==> src/rtl/gpio_write_arbiter_if.sv <==
// Request/acknowledge and GPIO write-bus bundle between the two requesters and the arbiter.
// master = requester side (drives req/addr/wdata), slave = arbiter side.
interface gpio_write_arbiter_if #(
    parameter int DW   = 32,
    parameter int CNTW = 16
);
    logic            req0;
    logic            req1;
    logic [DW-1:0]   addr0;
    logic [DW-1:0]   addr1;
    logic [DW-1:0]   wdata0;
    logic [DW-1:0]   wdata1;
    logic            ack0;
    logic            ack1;
    logic            err0;
    logic            err1;
    logic            bus_memwrite;
    logic [DW-1:0]   bus_addr;
    logic [DW-1:0]   bus_wdata;
    logic [CNTW-1:0] wcnt0;
    logic [CNTW-1:0] wcnt1;

    modport master (
        output req0, req1, addr0, addr1, wdata0, wdata1,
        input  ack0, ack1, err0, err1,
        input  bus_memwrite, bus_addr, bus_wdata,
        input  wcnt0, wcnt1
    );

    modport slave (
        input  req0, req1, addr0, addr1, wdata0, wdata1,
        output ack0, ack1, err0, err1,
        output bus_memwrite, bus_addr, bus_wdata,
        output wcnt0, wcnt1
    );
endinterface

==> src/rtl/gpio_write_arbiter.sv <==
// Round-robin two-requester write sequencer for the GPIO output register: IDLE -> ISSUE -> ACK.
// Latency: grant edge -> strobe for one cycle -> ack for one cycle; one write per 3 cycles.
// Backpressure: requesters hold req until ack; a req dropped before grant is never served.
module gpio_write_arbiter #(
    parameter int            DW        = 32,
    parameter int            CNTW      = 16,
    parameter logic [DW-1:0] GPIO_ADDR = DW'(32'hABCD)
) (
    input  logic                 clk,
    input  logic                 rst_n,
    gpio_write_arbiter_if.slave  wr_if
);

    typedef enum logic [1:0] {
        IDLE  = 2'd0,
        ISSUE = 2'd1,
        ACK   = 2'd2
    } state_t;

    state_t          state_q;
    logic            last_q;
    logic            gnt_q;
    logic            hit_q;
    logic            ack0_q;
    logic            ack1_q;
    logic            err0_q;
    logic            err1_q;
    logic            bus_memwrite_q;
    logic [DW-1:0]   bus_addr_q;
    logic [DW-1:0]   bus_wdata_q;
    logic [CNTW-1:0] wcnt0_q;
    logic [CNTW-1:0] wcnt1_q;

    logic            any_req;
    logic            gnt_d;
    logic [DW-1:0]   sel_addr;
    logic [DW-1:0]   sel_wdata;
    logic            sel_hit;
    logic [CNTW-1:0] wcnt0_d;
    logic [CNTW-1:0] wcnt1_d;

    // On a tie the requester not served last wins; last resets to 0 so the first tie goes to req1.
    always_comb begin
        any_req = wr_if.req0 | wr_if.req1;
        gnt_d   = wr_if.req1;
        if (wr_if.req0 && wr_if.req1) begin
            gnt_d = ~last_q;
        end
        sel_addr  = gnt_d ? wr_if.addr1  : wr_if.addr0;
        sel_wdata = gnt_d ? wr_if.wdata1 : wr_if.wdata0;
        sel_hit   = (sel_addr == GPIO_ADDR);
        wcnt0_d   = (wcnt0_q == {CNTW{1'b1}}) ? wcnt0_q : wcnt0_q + CNTW'(1);
        wcnt1_d   = (wcnt1_q == {CNTW{1'b1}}) ? wcnt1_q : wcnt1_q + CNTW'(1);
    end

    always_ff @(posedge clk or negedge rst_n) begin
        if (!rst_n) begin
            state_q        <= IDLE;
            last_q         <= 1'b0;
            gnt_q          <= 1'b0;
            hit_q          <= 1'b0;
            ack0_q         <= 1'b0;
            ack1_q         <= 1'b0;
            err0_q         <= 1'b0;
            err1_q         <= 1'b0;
            bus_memwrite_q <= 1'b0;
            bus_addr_q     <= '0;
            bus_wdata_q    <= '0;
            wcnt0_q        <= '0;
            wcnt1_q        <= '0;
        end else begin
            ack0_q         <= 1'b0;
            ack1_q         <= 1'b0;
            err0_q         <= 1'b0;
            err1_q         <= 1'b0;
            bus_memwrite_q <= 1'b0;
            case (state_q)
                IDLE: begin
                    if (any_req) begin
                        gnt_q          <= gnt_d;
                        hit_q          <= sel_hit;
                        bus_addr_q     <= sel_addr;
                        bus_wdata_q    <= sel_wdata;
                        bus_memwrite_q <= sel_hit;
                        state_q        <= ISSUE;
                    end
                end
                ISSUE: begin
                    // Ack, error and counter update all become visible together in the ACK cycle.
                    if (gnt_q) begin
                        ack1_q <= 1'b1;
                        err1_q <= ~hit_q;
                        if (hit_q) begin
                            wcnt1_q <= wcnt1_d;
                        end
                    end else begin
                        ack0_q <= 1'b1;
                        err0_q <= ~hit_q;
                        if (hit_q) begin
                            wcnt0_q <= wcnt0_d;
                        end
                    end
                    last_q  <= gnt_q;
                    state_q <= ACK;
                end
                ACK: begin
                    state_q <= IDLE;
                end
                default: begin
                    state_q <= IDLE;
                end
            endcase
        end
    end

    assign wr_if.ack0         = ack0_q;
    assign wr_if.ack1         = ack1_q;
    assign wr_if.err0         = err0_q;
    assign wr_if.err1         = err1_q;
    assign wr_if.bus_memwrite = bus_memwrite_q;
    assign wr_if.bus_addr     = bus_addr_q;
    assign wr_if.bus_wdata    = bus_wdata_q;
    assign wr_if.wcnt0        = wcnt0_q;
    assign wr_if.wcnt1        = wcnt1_q;

endmodule

==> src/flat_wrapper.sv <==
// flat-port wrapper written by rule: the top's interface ports become plain ports
module gpio_write_arbiter_flat 
#(
    parameter int            DW        = 32,
    parameter int            CNTW      = 16,
    parameter logic [DW-1:0] GPIO_ADDR = DW'(32'hABCD)
)
  (clk, rst_n, wr_if_req0, wr_if_req1, wr_if_addr0, wr_if_addr1, wr_if_wdata0, wr_if_wdata1, wr_if_ack0, wr_if_ack1, wr_if_err0, wr_if_err1, wr_if_bus_memwrite, wr_if_bus_addr, wr_if_bus_wdata, wr_if_wcnt0, wr_if_wcnt1);
  gpio_write_arbiter_if #(.DW(DW), .CNTW(CNTW)) wr_if_i ();
  input  logic clk;
  input  logic rst_n;
  input wire logic [$bits(wr_if_i.req0)-1:0] wr_if_req0;
  input wire logic [$bits(wr_if_i.req1)-1:0] wr_if_req1;
  input wire logic [$bits(wr_if_i.addr0)-1:0] wr_if_addr0;
  input wire logic [$bits(wr_if_i.addr1)-1:0] wr_if_addr1;
  input wire logic [$bits(wr_if_i.wdata0)-1:0] wr_if_wdata0;
  input wire logic [$bits(wr_if_i.wdata1)-1:0] wr_if_wdata1;
  output wire logic [$bits(wr_if_i.ack0)-1:0] wr_if_ack0;
  output wire logic [$bits(wr_if_i.ack1)-1:0] wr_if_ack1;
  output wire logic [$bits(wr_if_i.err0)-1:0] wr_if_err0;
  output wire logic [$bits(wr_if_i.err1)-1:0] wr_if_err1;
  output wire logic [$bits(wr_if_i.bus_memwrite)-1:0] wr_if_bus_memwrite;
  output wire logic [$bits(wr_if_i.bus_addr)-1:0] wr_if_bus_addr;
  output wire logic [$bits(wr_if_i.bus_wdata)-1:0] wr_if_bus_wdata;
  output wire logic [$bits(wr_if_i.wcnt0)-1:0] wr_if_wcnt0;
  output wire logic [$bits(wr_if_i.wcnt1)-1:0] wr_if_wcnt1;
  assign wr_if_i.req0 = wr_if_req0;
  assign wr_if_i.req1 = wr_if_req1;
  assign wr_if_i.addr0 = wr_if_addr0;
  assign wr_if_i.addr1 = wr_if_addr1;
  assign wr_if_i.wdata0 = wr_if_wdata0;
  assign wr_if_i.wdata1 = wr_if_wdata1;
  assign wr_if_ack0 = wr_if_i.ack0;
  assign wr_if_ack1 = wr_if_i.ack1;
  assign wr_if_err0 = wr_if_i.err0;
  assign wr_if_err1 = wr_if_i.err1;
  assign wr_if_bus_memwrite = wr_if_i.bus_memwrite;
  assign wr_if_bus_addr = wr_if_i.bus_addr;
  assign wr_if_bus_wdata = wr_if_i.bus_wdata;
  assign wr_if_wcnt0 = wr_if_i.wcnt0;
  assign wr_if_wcnt1 = wr_if_i.wcnt1;
  gpio_write_arbiter #(.DW(DW), .CNTW(CNTW), .GPIO_ADDR(GPIO_ADDR)) u_core (.clk(clk), .rst_n(rst_n), .wr_if(wr_if_i));
endmodule
==> config.mk <==
export PLATFORM = sky130hd
export DESIGN_NAME = gpio_write_arbiter_flat
export DESIGN_NICKNAME = d
export VERILOG_FILES = /design/src/rtl/gpio_write_arbiter_if.sv /design/src/rtl/gpio_write_arbiter.sv /design/src/flat_wrapper.sv
export SDC_FILE = /design/constraint.sdc
export NUM_CORES = 1
export LEC_CHECK = 0
export CAP_MARGIN = 20
export CORE_ASPECT_RATIO = 0.6
export CORE_UTILIZATION = 30
export DETAILED_ROUTE_END_ITERATION = 8
export PLACE_DENSITY = 0.63
export RECOVER_POWER = 100
export SYNTH_ARGS = -nofsm -noshare
export SYNTH_HDL_FRONTEND = slang
export SYNTH_SLANG_ARGS = --single-unit
==> constraint.sdc <==
create_clock -name clk -period 1.7 [get_ports clk]
set_input_delay 0.255 -clock clk [delete_from_list [all_inputs] [get_ports clk]]
set_output_delay 0.255 -clock clk [all_outputs]
set_load 0.05 [all_outputs]
==> results of run 1 <==
-- cells in the final DEF (no fill, tap or decap), drive strengths merged --
| master | instances |
|---|---|
| nor2 | 14 |
| clkinv | 1 |
| a22o | 1 |
| xnor2 | 12 |
| nand4 | 11 |
| nor4 | 8 |
| o2111ai | 2 |
| a31oi | 2 |
| o2111a | 1 |
| or3 | 2 |
| nand3b | 1 |
| clkdlybuf4s50 | 130 |
| xor2 | 13 |
| nand4bb | 1 |
| buf | 58 |
| ha | 2 |
| a21boi | 1 |
| mux2i | 63 |
| and4b | 3 |
| and3 | 7 |
| and4 | 4 |
| clkbuf | 99 |
| nand4b | 2 |
| clkinvlp | 2 |
| nor4b | 6 |
| a21oi | 5 |
| nor3b | 3 |
| and3b | 1 |
| and4bb | 1 |
| nand2 | 76 |
| nor4bb | 2 |
| o211ai | 2 |
| nand3 | 14 |
| inv | 4 |
| nor3 | 8 |
| mux2 | 4 |
| nand2b | 2 |
| and2 | 2 |
| dfrtp | 106 |
| o21ai | 67 |
-- synthesized netlist by cell type, types with 4 or more instances --
cell        n
inv_1       4
nor2_1     14
xnor2_1    12
mux2i_1    63
and3_1      7
o21ai_0    65
nand2_1    76
and4_1      4
nor4_1      7
nand3_1    14
nor3_1      7
clkbuf_1   14
nand4_1    10
buf_2       8
xor2_1     13
a21oi_1     5
dfrtp_1   106
-- final cells by class --
class                   count  area share [%]
repair buffers            274            27.5
inverters                   4           0.191
clock inverters             3           0.303
well taps                 228            3.64
flip-flops and latches    106            34.3
multi-input cells         343            30.7
clock buffers              13            3.32
-- kinds of logic after synthesis --
| kind of cell | count (synthesis) | synth area share, % |
|---|---|---|
| adder cells (fa/ha/maj) | 2 | 0.497 |
| multiplexers | 67 | 13.4 |
| XOR/XNOR | 25 | 4.35 |
| AO/OA/AOI/OAI | 81 | 8.59 |
| AND/OR/NAND/NOR | 168 | 18.3 |
| flip-flops | 106 | 52.6 |
| buffers and inverters | 27 | 2.21 |
-- where the power goes --
part | total, mW | internal [mW] | switching (mW)
Combinational | 6.02 | 1.55 | 4.47
Clock | 1.99 | 1.08 | 0.908
Sequential | 3.86 | 3.37 | 0.491
-- worst max-delay path, cell delays in order (launching register included) --
cell     delay (ns)
dfrtp_2        0.41
ha_4           0.15
nand4_1        0.16
nor4_4         0.30
buf_4          0.18
nor2_2         0.05
mux2_1         0.31
-- through the flow --
step	utilization, %	hold slack, ns	TNS, ns
after floorplan	-	-0.0406	-0.293
after global placement	47.9	0.371	-6.42
after detailed placement	47.9	0.381	-9.59
after CTS	49.6	0.0152	0
after global routing	48.1	0.500	-1.61
final	48.1	0.348	0
-- state kept, by name, indices dropped and copies added (netlist names), 2 cells and up --
signal / count
u_core.state_q: 2
u_core.wr_if.bus_addr: 32
u_core.wr_if.bus_wdata: 32
u_core.wr_if.wcnt1: 16
u_core.wr_if.wcnt0: 16
-- how the worst max path moves through the flow --
| stage | start | endpoint | cells past startpoint |
|---|---|---|---|
| floorplan | u_core.wr_if.wcnt0[7] | u_core.wr_if.wcnt0[1] | 5 |
| global placement | wr_if_req1 | u_core.wr_if.bus_wdata[27] | 5 |
| detailed placement | wr_if_req1 | u_core.wr_if.bus_wdata[27] | 5 |
| CTS | u_core.wr_if.wcnt1[0] | u_core.wr_if.wcnt1[1] | 5 |
| global route | u_core.wr_if.wcnt1[1] | u_core.wr_if.wcnt1[1] | 6 |
| finish | u_core.wr_if.wcnt1[1] | u_core.wr_if.wcnt1[1] | 6 |
-- layer usage --
metal  GRT usage (%)  up-vias
met4            3.33        0
li1                -     2228
met5               0        -
met3            5.11       10
met1            23.1     2186
met2            29.0      132
-- timing repair --
item                                    CTS  global route
endpoints found under the setup margin    1            18
pin swaps                                 1             3
endpoints found under the hold margin     0             0
buffers inserted                          0             3
resized for setup                         1            12
==> results.txt, run 1 <==
maximum clock rate -> 590 MHz
Total GRT Usage -> 17.5%
post-route insts no fill -> 971
DRT met1 WL -> 7110 microns
nets -> 872
Crit Path Max Fanout -> 5
die width -> 169 microns
CP required -> 1.91 ns
final WL -> 15400 microns
Inst Count DP -> 952
Final Cell Area -> 7850 sq um
post-synth top area share -> 52.6%
endpoints failing setup -> 0
Clock Path Buffers -> 2
Seq/Total Area, Yosys -> 52.6%
DP Area -> 7800 sq um
# IOs -> 233
cts hold-fix bufs -> 0
min cycle time layout -> 1.70 ns
number of global-route vias before repair -> 4498
crit path DAT -> 1.91 ns
Antenna Diode Count -> 0
Max Clock Skew -> 0.00680 ns
crit start category -> flip-flop
Max VDD drop -> 0.929 mV
Yosys reg bits -> 106
largest net degree at the start of global routing -> 107
Worst-Margin Slew -> 1.49 ns
TritonCTS clock tree -> built
routed length per instance -> 15.9 microns
wire length on met2 -> 7250 microns
pre-CTS setup slack -> -0.271 ns
total clock sinks -> 106
synth top area cells -> dfrtp_1 53%, mux2i_1 13%, o21ai_0 6.5%, nand2_1 5.7%, xor2_1 2.3%
synthesized area -> 5040 sq um
number of I/O port buffers -> 232
Worst R2R Path Depth -> 6
CTS buffer count -> 9
RSZ-0062 raised after global routing -> yes
# H-tree levels -> 3
synthesized instance count -> 476
Leakage -> 3.43 nW
highest metal used -> met4
wire length on met3 -> 952 microns
detailed placement HPWL -> 12000 microns
Warnings, synthesis -> 0
Initial Utilization -> 30.9%
total power -> 11.9 mW
GRT overflow -> 0
pwr/cell area -> 1510 nW/um^2
post-route clock period utilization -> 99.7%
Hold Violations, Final -> 0
number of synthesized flops with an enable pin -> 0
HP Class -> in -> async
first-pass GRT wire length -> 23600 microns
Clock transition at path regs -> 0.07 ns
critical path class -> reg -> reg
worst r2r dst -> u_core.wr_if.wcnt1[1]
CP Capture Type -> flip-flop
fraction of registers with async set/reset -> 100%
status -> finished clean
vias post-DR -> 4556
Filler cells -> 1636
area grow syn2layout -> 55.7%
DR DRC count -> 0
initial antenna violation count -> 0
synth unique cells -> 46
FF/Latch Area -> 2690 sq um
Die Y -> 102 microns
root buf cell -> clkbuf_16
Worst-Skew Late Latency -> 0.33 ns
area taken by multi-input logic gates -> 2410 sq um
Iteration-0 DRC Markers -> 136
Pre-antenna DRT Iters -> 4
die area -> 17300 sq um
max-cap viol count -> 0
core area -> 16300 sq um
Max Slew Vio Count -> 0
main flop type after synthesis -> dfrtp_1
Slew headroom -> 0.712%
syn avg cell area -> 10.6 sq um
routability cong. -> 0.798
via-per-instance ratio -> 4.69
reg2reg setup slack -> 0.005 ns
Std-Cell Rows -> 36
reg2reg start -> u_core.wr_if.wcnt1[1]
Yosys top cell by area -> dfrtp_1
Detail Route Antenna Nets -> 0
Final WS setup -> 0.00451 ns
share of cells above drive strength 1 -> 17.1%
syn_nets -> 610
Note: power is estimated with default switching activity, not from simulation.
==> inputs of run 2 (changes only) <==
--- a/config.mk
+++ b/config.mk
@@ -10,7 +10,6 @@
 export CORE_UTILIZATION = 30
 export DETAILED_ROUTE_END_ITERATION = 8
 export PLACE_DENSITY = 0.63
-export RECOVER_POWER = 100
 export SYNTH_ARGS = -nofsm -noshare
 export SYNTH_HDL_FRONTEND = slang
 export SYNTH_SLANG_ARGS = --single-unit
==> results.txt, run 2 (synthesis results as in run 1) <==
Clock Path Buffers -> 2
pre-CTS setup slack -> -0.271 ns
nets -> 872
critical path class -> reg -> reg
Final WS setup -> -0.000353 ns
Antenna Diode Count -> 0
Post-Route Utilization -> 50.2%
min cycle time layout -> 1.70 ns
Max Slew Vio Count -> 0
die width -> 169 microns
vias post-DR -> 4550
total clock sinks -> 106
Pre-antenna DRT Iters -> 4
Worst-Skew Late Latency -> 0.33 ns
total power -> 12.6 mW
Initial Utilization -> 30.9%
# H-tree levels -> 3
commonest non-fill, non-tap cell in the layout -> buf_4
area grow syn2layout -> 62.4%
TritonCTS clock tree -> built
Iteration-0 DRC Markers -> 152
Worst-Margin Slew -> 0.647 ns
most frequent cells in the layout -> 135 x buf_4, 130 x clkdlybuf4s50_1, 76 x nand2_1
CP required -> 1.91 ns
HP Class -> in -> async
Worst R2R Path Depth -> 6
largest net degree at the start of global routing -> 107
Max VDD drop -> 1.00 mV
cts hold-fix bufs -> 0
final WL -> 15400 microns
first-pass GRT wire length -> 23600 microns
number of I/O port buffers -> 232
routed length per instance -> 15.9 microns
routability cong. -> 0.798
root buf cell -> clkbuf_16
pwr/cell area -> 1540 nW/um^2
post-route clock period utilization -> 100%
endpoints failing setup -> 1
Detail Route Antenna Nets -> 0
failing checks -> negative hold slack, negative setup slack
CTS buffer count -> 9
Max Clock Skew -> 0.00547 ns
share of cells above drive strength 1 -> 28.7%
Hold Violations, Final -> 34
initial antenna violation count -> 0
status -> complete, but fails checks
number of global-route vias before repair -> 4498
die area -> 17300 sq um
setup total negative slack -> -0.000353 ns
core area -> 16300 sq um
Slew headroom -> 56.9%
Std-Cell Rows -> 36
detailed placement HPWL -> 12000 microns
max-cap viol count -> 0
DR DRC count -> 0
Die Y -> 102 microns
Leakage -> 3.77 nW
Clock transition at path regs -> 0.07 ns
Hold WS -> -0.0682 ns
GRT overflow -> 0
RSZ-0062 raised after global routing -> yes
CP Capture Type -> flip-flop
# IOs -> 233
via-per-instance ratio -> 4.69
maximum clock rate -> 588 MHz
Crit Path Max Fanout -> 5
Total GRT Usage -> 17.5%
crit start category -> flip-flop
crit path DAT -> 1.91 ns
==> run 2: path summary, 6_finish.rpt <==
kind / startpoint / end / slack (ns)
worst min register to register: u_core.wr_if.wcnt0[14] / u_core.wr_if.wcnt0[14] / 0.48
min in group clk: u_core.wr_if.wcnt0[14] / u_core.wr_if.wcnt0[14] / 0.48
worst max-delay path: u_core.wr_if.wcnt1[1] / u_core.wr_if.wcnt1[1] / -0.0004
max in group asynchronous: rst_n / u_core.wr_if.wcnt0[7] / 1.18
worst min-delay path: rst_n / u_core.wr_if.wcnt1[6] / -0.07
worst max register to register: u_core.wr_if.wcnt1[1] / u_core.wr_if.wcnt1[1] / -0.0004
==> run 2: power by group <==
group	switching, mW	internal (mW)	leakage, nW	total, mW
registers	0.512	3.37	1.31	3.88
clock network	0.911	1.08	0.132	1.99
logic	4.47	2.26	2.33	6.72
==> run 2: layer usage <==
layer	vias to the layer above	global-route usage (%)	part of all wire [%]
met1	2183	23.1	46
met5	-	0	0
li1	2226	-	-
met3	11	5.11	6.1
met2	130	29.0	47
met4	0	3.33	0.69
==> run 2: cell type report <==
class,count,area (sq um)
timing repair buffer,274,2490
clock inverter,3,23.8
fill,1543,8120
clock buffer,13,260
multi-input combinational,343,2410
inverter,4,15.0
sequential,106,2690
tap,228,285
==> run 2: worst max-delay path, stage by stage (launching register included) <==
cell     delay [ns]
dfrtp_2        0.41
ha_4           0.15
nand4_1        0.16
nor4_4         0.30
buf_4          0.18
nor2_2         0.05
mux2_1         0.31
==> run 2: repair_timing <==
item,in CTS,in global routing
pin swaps,1,3
gates resized for setup,1,12
setup buffers,0,3
endpoints found under the hold margin,0,0
cloned,0,0
setup endpoints to repair,1,18
==> run 2: stage by stage <==
stage | instances | instance area [sq um] | hold WS (ns)
floorplan | 476 | 5120 | -0.0406
global placement | 952 | 7800 | 0.371
detailed placement | 952 | 7800 | 0.381
CTS | 968 | 8100 | 0.0152
global route | 971 | 8180 | 0.0403
finish | 971 | 8180 | -0.0682
